--- src/rtl/mem_arbiter.sv ---
// Single-port main-memory arbiter: icache line reads, dcache line reads and dirty-line writebacks.
// Optional watchdog with sticky err is built only when MEM_ARB_TIMEOUT_EN is defined.
module mem_arbiter #(
  parameter int unsigned ARCH_BITS      = 32,
  parameter int unsigned LINE_BITS      = 128,
  parameter int unsigned OFFSET_BITS    = 4,
  parameter int unsigned TIMEOUT_CYCLES = 64
) (
  input  logic                 clk,
  input  logic                 rst,
  input  logic                 i_rreq,
  input  logic [ARCH_BITS-1:0] i_raddr,
  output logic [LINE_BITS-1:0] i_rdata,
  output logic                 i_rvalid,
  input  logic                 d_rreq,
  input  logic [ARCH_BITS-1:0] d_raddr,
  output logic [LINE_BITS-1:0] d_rdata,
  output logic                 d_rvalid,
  input  logic                 d_wreq,
  input  logic [ARCH_BITS-1:0] d_waddr,
  input  logic [LINE_BITS-1:0] d_wline,
  output logic                 d_wack,
  output logic                 mem_req,
  output logic                 mem_we,
  output logic [ARCH_BITS-1:0] mem_addr,
  output logic [LINE_BITS-1:0] mem_wline,
  input  logic [LINE_BITS-1:0] mem_rline,
  input  logic                 mem_ready,
  output logic                 err
);

  localparam logic [1:0] StIdle = 2'd0;
  localparam logic [1:0] StWb   = 2'd1;
  localparam logic [1:0] StRd   = 2'd2;
  localparam logic [1:0] StResp = 2'd3;

  localparam logic [ARCH_BITS-1:0] AddrMask = {ARCH_BITS{1'b1}} << OFFSET_BITS;

  logic [1:0] state;
  logic       rrPtr;    // 1: icache received the last read grant
  logic       ownerD;   // read owner: 1 = dcache, 0 = icache
  logic       dropped;  // owner withdrew its request during the transaction
  logic       grantI;
  logic       grantD;
  logic       busy;
  logic       ownerReq;
  logic       stillWanted;
  logic       timeout;

  always_comb begin
    grantI      = i_rreq && (!d_rreq || !rrPtr);
    grantD      = d_rreq && (!i_rreq || rrPtr);
    busy        = (state == StWb) || (state == StRd);
    ownerReq    = (state == StWb) ? d_wreq : (ownerD ? d_rreq : i_rreq);
    stillWanted = ownerReq && !dropped;
  end

  always_ff @(posedge clk) begin
    if (rst) begin
      state     <= StIdle;
      rrPtr     <= 1'b0;
      ownerD    <= 1'b0;
      dropped   <= 1'b0;
      mem_req   <= 1'b0;
      mem_we    <= 1'b0;
      mem_addr  <= '0;
      mem_wline <= '0;
      i_rdata   <= '0;
      d_rdata   <= '0;
      i_rvalid  <= 1'b0;
      d_rvalid  <= 1'b0;
      d_wack    <= 1'b0;
    end else begin
      i_rvalid <= 1'b0;
      d_rvalid <= 1'b0;
      d_wack   <= 1'b0;
      case (state)
        StIdle: begin
          // Eviction first so the dirty line reaches memory before its refill.
          if (d_wreq) begin
            state     <= StWb;
            mem_req   <= 1'b1;
            mem_we    <= 1'b1;
            mem_addr  <= d_waddr & AddrMask;
            mem_wline <= d_wline;
            dropped   <= 1'b0;
          end else if (grantI || grantD) begin
            state    <= StRd;
            mem_req  <= 1'b1;
            mem_we   <= 1'b0;
            mem_addr <= (grantD ? d_raddr : i_raddr) & AddrMask;
            ownerD   <= grantD;
            dropped  <= 1'b0;
          end
        end
        StWb, StRd: begin
          if (mem_ready) begin
            state   <= StResp;
            mem_req <= 1'b0;
            if (state == StWb) begin
              d_wack <= stillWanted;
            end else if (ownerD) begin
              d_rdata  <= mem_rline;
              d_rvalid <= stillWanted;
              rrPtr    <= 1'b0;
            end else begin
              i_rdata  <= mem_rline;
              i_rvalid <= stillWanted;
              rrPtr    <= 1'b1;
            end
          end else if (timeout) begin
            state   <= StIdle;
            mem_req <= 1'b0;
          end else if (!ownerReq) begin
            dropped <= 1'b1;
          end
        end
        default: state <= StIdle;
      endcase
    end
  end

`ifdef MEM_ARB_TIMEOUT_EN
  localparam int unsigned CntBits = (TIMEOUT_CYCLES > 1) ? $clog2(TIMEOUT_CYCLES) : 1;

  logic [CntBits-1:0] toCnt;
  logic               errReg;

  assign timeout = busy && !mem_ready && (toCnt == CntBits'(TIMEOUT_CYCLES - 1));
  assign err     = errReg;

  // Counter idles at zero outside WB/RD, so every state entry starts a fresh count.
  always_ff @(posedge clk) begin
    if (rst) begin
      toCnt  <= '0;
      errReg <= 1'b0;
    end else begin
      toCnt <= (busy && !timeout) ? toCnt + 1'b1 : '0;
      if (timeout) begin
        errReg <= 1'b1;
      end
    end
  end
`else
  assign timeout = 1'b0;
  assign err     = 1'b0;
`endif

endmodule
--- config.mk ---
export PLATFORM = sky130hd
export DESIGN_NAME = mem_arbiter
export DESIGN_NICKNAME = d
export VERILOG_FILES = /design/src/rtl/mem_arbiter.sv
export SDC_FILE = /design/constraint.sdc
export NUM_CORES = 1
export LEC_CHECK = 0
export ABC_AREA = 1
export CAP_MARGIN = 10
export CORE_AREA = 2 2 300 302
export CTS_CLUSTER_SIZE = 14
export DETAILED_ROUTE_END_ITERATION = 10
export DIE_AREA = 0 0 302 304
export PLACE_DENSITY = 0.53
export SKIP_CTS_REPAIR_TIMING = 1
export SLEW_MARGIN = 0
export SYNTH_ARGS = -nofsm -noshare
export SYNTH_HDL_FRONTEND = slang
export SYNTH_SLANG_ARGS = --single-unit
--- constraint.sdc ---
create_clock -name clk -period 2.35 [get_ports clk]
set_input_delay 0.3525 -clock clk [delete_from_list [all_inputs] [get_ports clk]]
set_output_delay 0.3525 -clock clk [all_outputs]
set_load 0.005 [all_outputs]
# ---- Word-level counts from Yosys, hierarchy flattened
# Index checks and enable logic that the tools add are counted.
dict set report word_totals {
  reg_bits 426
  out_inout_bits 422
  wordCells 70
}
dict set report op_classes {
  n_eq_ne 6
  muxes 20
  bitwise 5
  reduce_logical 26
}
# cell n
set ops {}
lappend ops {{2-to-1 mux 32 bit} 3}
lappend ops {{AND reduction 4 bit} 3}
lappend ops {{2-to-1 mux 1 bit} 11}
lappend ops {{OR reduction 5 bit} 2}
lappend ops {{AND reduction 3 bit} 3}
lappend ops {{2-to-1 mux 2 bit} 3}
lappend ops {{inequality test 2 bit, second input constant} 3}
lappend ops {{AND reduction 2 bit} 3}
lappend ops {{inverter 1 bit} 5}
lappend ops {{logical NOT 1 bit} 4}
lappend ops {{case mux 1 bit (2 select lines)} 2}
lappend ops {{case mux 2 bit (2 select lines)} 1}
lappend ops {{nonzero test 2 bit} 2}
lappend ops {{OR reduction 4 bit} 1}
lappend ops {{logical AND 1 bit} 3}
lappend ops {{logical OR 1 bit} 3}
lappend ops {{inequality test 3 bit, second input constant} 1}
lappend ops {{equality test 2 x 1 -> 1 bit, second input constant} 1}
lappend ops {{equality test 2 bit, second input constant} 1}
lappend ops {{logical NOT 2 bit} 1}
lappend ops {{OR reduction 2 bit} 1}

# ---- Longest topological paths before layout
dict set report depth {
  depth_word 7
  depth_mapped 10
  ltp_nobuf 9
}

# ---- Least setup slack after synthesis
# OpenSTA, ideal clock, no wires.
dict set report synth_path {
  kind {flip-flop to flip-flop}
  startpoint {register state[0]}
  endpoint {register d_rdata[108]}
  setup_ps 113
  arrival_ps 1462
  slack_ps 775
  path_stages_with_launch 10
  path_buffers 2
  synth_period_minus_slack_ps 1575
  path_cell_list {dfxtp_1 > inv_1 > ha_1 > nand2_1 > nor2_1 > nand2_1 > buf_2 > buf_2 > nand3_1 > nand2_1}
}
dict set report synth_between {
  elab_chain_len 3
  word_cells_on_any_way 5
  cone_classes {eq/ne: 2; bitwise: 1; reduce/logical: 2}
}
# item line_no
set synth_rtl {}
lappend synth_rtl {{start, declared} 39} ;# logic [1:0] state;
lappend synth_rtl {{start signal, assigned} 60} ;# state <= StIdle;
lappend synth_rtl {{start signal, assigned} 81} ;# state <= StWb;
lappend synth_rtl {{start signal, assigned} 88} ;# state <= StRd;
lappend synth_rtl {{equality test 2 bit or equality test 2 x 1 -> 1 bit (tied branches)} {77, 100}}
lappend synth_rtl {{OR reduction 2 bit or inverter 1 bit (tied branches)} --}
lappend synth_rtl {{AND reduction 4 bit (no line) (*)} --}
lappend synth_rtl {{end signal, assigned} 103} ;# d_rdata <= mem_rline;
lappend synth_rtl {{end, declared} 17} ;# output logic [LINE_BITS-1:0] d_rdata,
# Every way passes the cells marked *; elsewhere a longest branch is shown, timed or not.
# A chain may end at the register's enable or synchronous reset.

# ---- Worst setup path in the final report
dict set report layout_path {
  startpoint {register state[0]}
  endpoint {register i_rdata[61]}
}
dict set report layout_between {
  elab_chain_len 3
  word_cells_on_any_way 5
  cone_classes {eq/ne: 2; bitwise: 1; reduce/logical: 2}
}
# item line_no
set layout_rtl {}
lappend layout_rtl {{equality test 2 bit or equality test 2 x 1 -> 1 bit (tied branches)} {77, 100}}
lappend layout_rtl {{OR reduction 2 bit or inverter 1 bit (tied branches)} --}
lappend layout_rtl {{AND reduction 4 bit (no line) (*)} --}
lappend layout_rtl {{end signal, assigned} 107} ;# i_rdata <= mem_rline;
lappend layout_rtl {{end, declared} 13} ;# output logic [LINE_BITS-1:0] i_rdata,
# Marked as above.

==> key figures <==
Layout
  – Fill cells: 9502
  – Final Core Density: a little under a third
  – Fraction of layout cells with a size suffix above 1: 5.145%
  – Final-stage net count: 3222
  – Area grow syn2layout: 67.73%

Timing
  – Peak Freq: a little under 500 MHz
  – Fin Hold WS: 323.7 ps
  – Setup_tns: 0 ps
  – Min setup slack post-route: 305.8 ps
  – Post-route clock period utilization: 86.99%
  – Max-slew headroom: 58.51%
  – Clk_skew: between 10 and 15 ps
  – RSZ-0062 raised after global routing: false
  – Period minus WS final: between 2000 and 2500 ps
  – Actual slew at the worst max-slew pin: 622.4 ps
  – # setup viols final: 0
  – Final Hold Violating Endpoints: 0
  – Max-slew violations: 0

Pwr
  – Pwr per Cell Area: 968.6 nW/um^2
  – Leak: 10.81 nW
  – Tot Pwr: ~26 mW
  – Peak supply drop: 738.4 uV

Critical path
  – Critical path peak fanout: 52
  – Worst Setup Start Kind: register
  – Critical path class: register to register
  – Crit. End Element: register
  – CP arrival: around 2600 ps
  – Required @ worst endpoint: 2870 ps

CTS
  – CTS Buf Count: 49
  – Clk slew on worst S/H paths: 60 ps
  – Sink Count: 422
  – Htree depth: 2
  – CTS Root Cell: clkbuf_16
  – Clk_lat worst skew: 590 ps
  – TritonCTS clock tree: yes
  – CTS max path bufs: 3

Synth
  – FF+latch count, synth: ~420
  – Most frequent cell after synthesis: nand2_1
  – Post-synth EDFFs: 0
  – Top cells by count, synth: nand2_1 (521), dfxtp_1 (422), nand3_1 (317)
  – Register area share after synthesis: between 50 and 60%
  – Top cell type's share of synthesized area: 52.95%
  – Synth cell types: 18
  – Yosys warning count: 0
  – Area contributors post-synth: dfxtp_1 (53%), nand2_1 (12%), nand3_1 (9.9%), nor2_1 (7.0%), a21oi_1 (5.1%)
  – Predominant post-synthesis flop cell: dfxtp_1
  – Gate Count Post-Synth: approximately 2200
  – Post-synthesis async set-or-reset flop share: 0%
  – Leading area contributor after synthesis: dfxtp_1
  – Mapped cell area: 15950 sq um
  – Syn avg cell area: 7.417 sq um

Job
  – Maximum Capacitance Violations: 0

Drt
  – DRC errors left: 0
  – Post-DRT Antenna Nets: 0
  – First-iteration detailed-routing DRC count: 963
  – DR vias: 16603
  – Drt pass-1 iters: 5
  – Drt wl/cell: 17.92 um
  – Routed wire length: about 73 mm
  – Vias per inst: around 4

Floorplanning
  – I/O Pins: 780
  – Die H: 304 um
  – Area of the core: 89050 sq um
  – Initial Util: 17.92%
  – Die width: roughly 300 um
  – FP Rows: 110
  – Total die area: between 90000 and 100000 sq um

Global route
  – Largest net degree at the start of global routing: 120
  – First-pass GRT wire length: around 110 mm
  – Initial antenna violation count: 8
  – Vias in the first global route: ~16000
  – Total track usage: 15.07%
  – Overflow after GRT: 0

Place
  – Port bufs: 762
  – Worst slack, placed: 263.3 ps
  – Post-DP HPWL: 52.30 mm
  – GP Congestion: 0.8329

Outcome
  – Status: finished, final reports clean

Hold path
  – Worst hold path class: input port to register
routing by layer:
layer | global-route usage (%) | wire (um) | part of all wire [%]
met1 | 18.23 | 30570 | 42
met5 | 0 | 43 | 0.059
met3 | 5.012 | 6324 | 8.7
met4 | 5.434 | 2394 | 3.3
met2 | 24.75 | 33710 | 46
worst max-delay path: stages, from the launching register on:
cell and delay, ps:
dfxtp_1 380, inv_1 60, ha_1 370, nand2_1 150, buf_4 150, inv_4 60
nand2_4 240, buf_12 300, nand2_1 90, a21oi_1 150
path summary, 6_finish.rpt:
kind                            slack [ps]                   endpoint                       from  cells past startpoint
worst max-delay path                   310   i_rdata[61]$_SDFFE_PP0P_      state[0]$_SDFFE_PP0P_                      9
worst min register to register         460  i_rdata[107]$_SDFFE_PP0P_  i_rdata[107]$_SDFFE_PP0P_                      2
worst max register to register         310   i_rdata[61]$_SDFFE_PP0P_      state[0]$_SDFFE_PP0P_                      9
worst min-delay path                   320  d_rdata[104]$_SDFFE_PP0P_             mem_rline[104]                      3
flip-flops by register name (all words and copies together) (netlist names), 2 cells and up:
name / cells
mem_wline: 128
state: 2
d_rdata: 128
mem_addr: 28
i_rdata: 128
report_power, final:
group / internal (mW) / switching (mW) / total, mW
combinational: 4.28 / 4.35 / 8.63
clock: 4.69 / 3.30 / 7.99
sequential: 8.55 / 0.750 / 9.30
total: 17.5 / 8.40 / 25.9
metrics by stage:
stage,cells,area [sq um]
after floorplan,2155,15970
after global placement,3986,25090
after detailed placement,3986,25090
after CTS,4072,26750
after global routing,4076,26760
final,4076,26760
cell families (layout without fill, tap and decap cells):
logic type	count (synthesis)	count (layout)	synth area share, %
compound gates	294	294	9.223
fa+ha+maj	3	3	0.2353
buf+inv	294	1035	8.290
flops	422	422	52.95
other cells	1	9	0.02351
simple gates	1137	1137	29.28
layout make-up:
class | instances | area [sq um] | area share [%]
Tap cell | 1176 | 1471 | 5.499
Clock buffer | 71 | 1440 | 5.382
Multi-Input combinational cell | 1439 | 6236 | 23.30
Inverter | 124 | 478.0 | 1.786
Timing Repair Buffer | 825 | 8461 | 31.62
Sequential cell | 422 | 8448 | 31.57
Antenna cell | 4 | 10.01 | 0.03741
Clock inverter | 15 | 215.2 | 0.8042
cells in the final DEF, fill, tap and decap left out, types with 10 or more instances in the layout:
cell type	n
clkdlybuf4s50_1	761
nand2_1	517
dfxtp_1	422
nand3_1	317
nor2_1	296
a21oi_1	163
inv_1	121
o21ai_0	121
clkbuf_16	50
buf_4	35
buf_12	29
clkbuf_8	11
o21ai_1	10
clkbuf_1	10
Power figures use the tool's default switching activity.
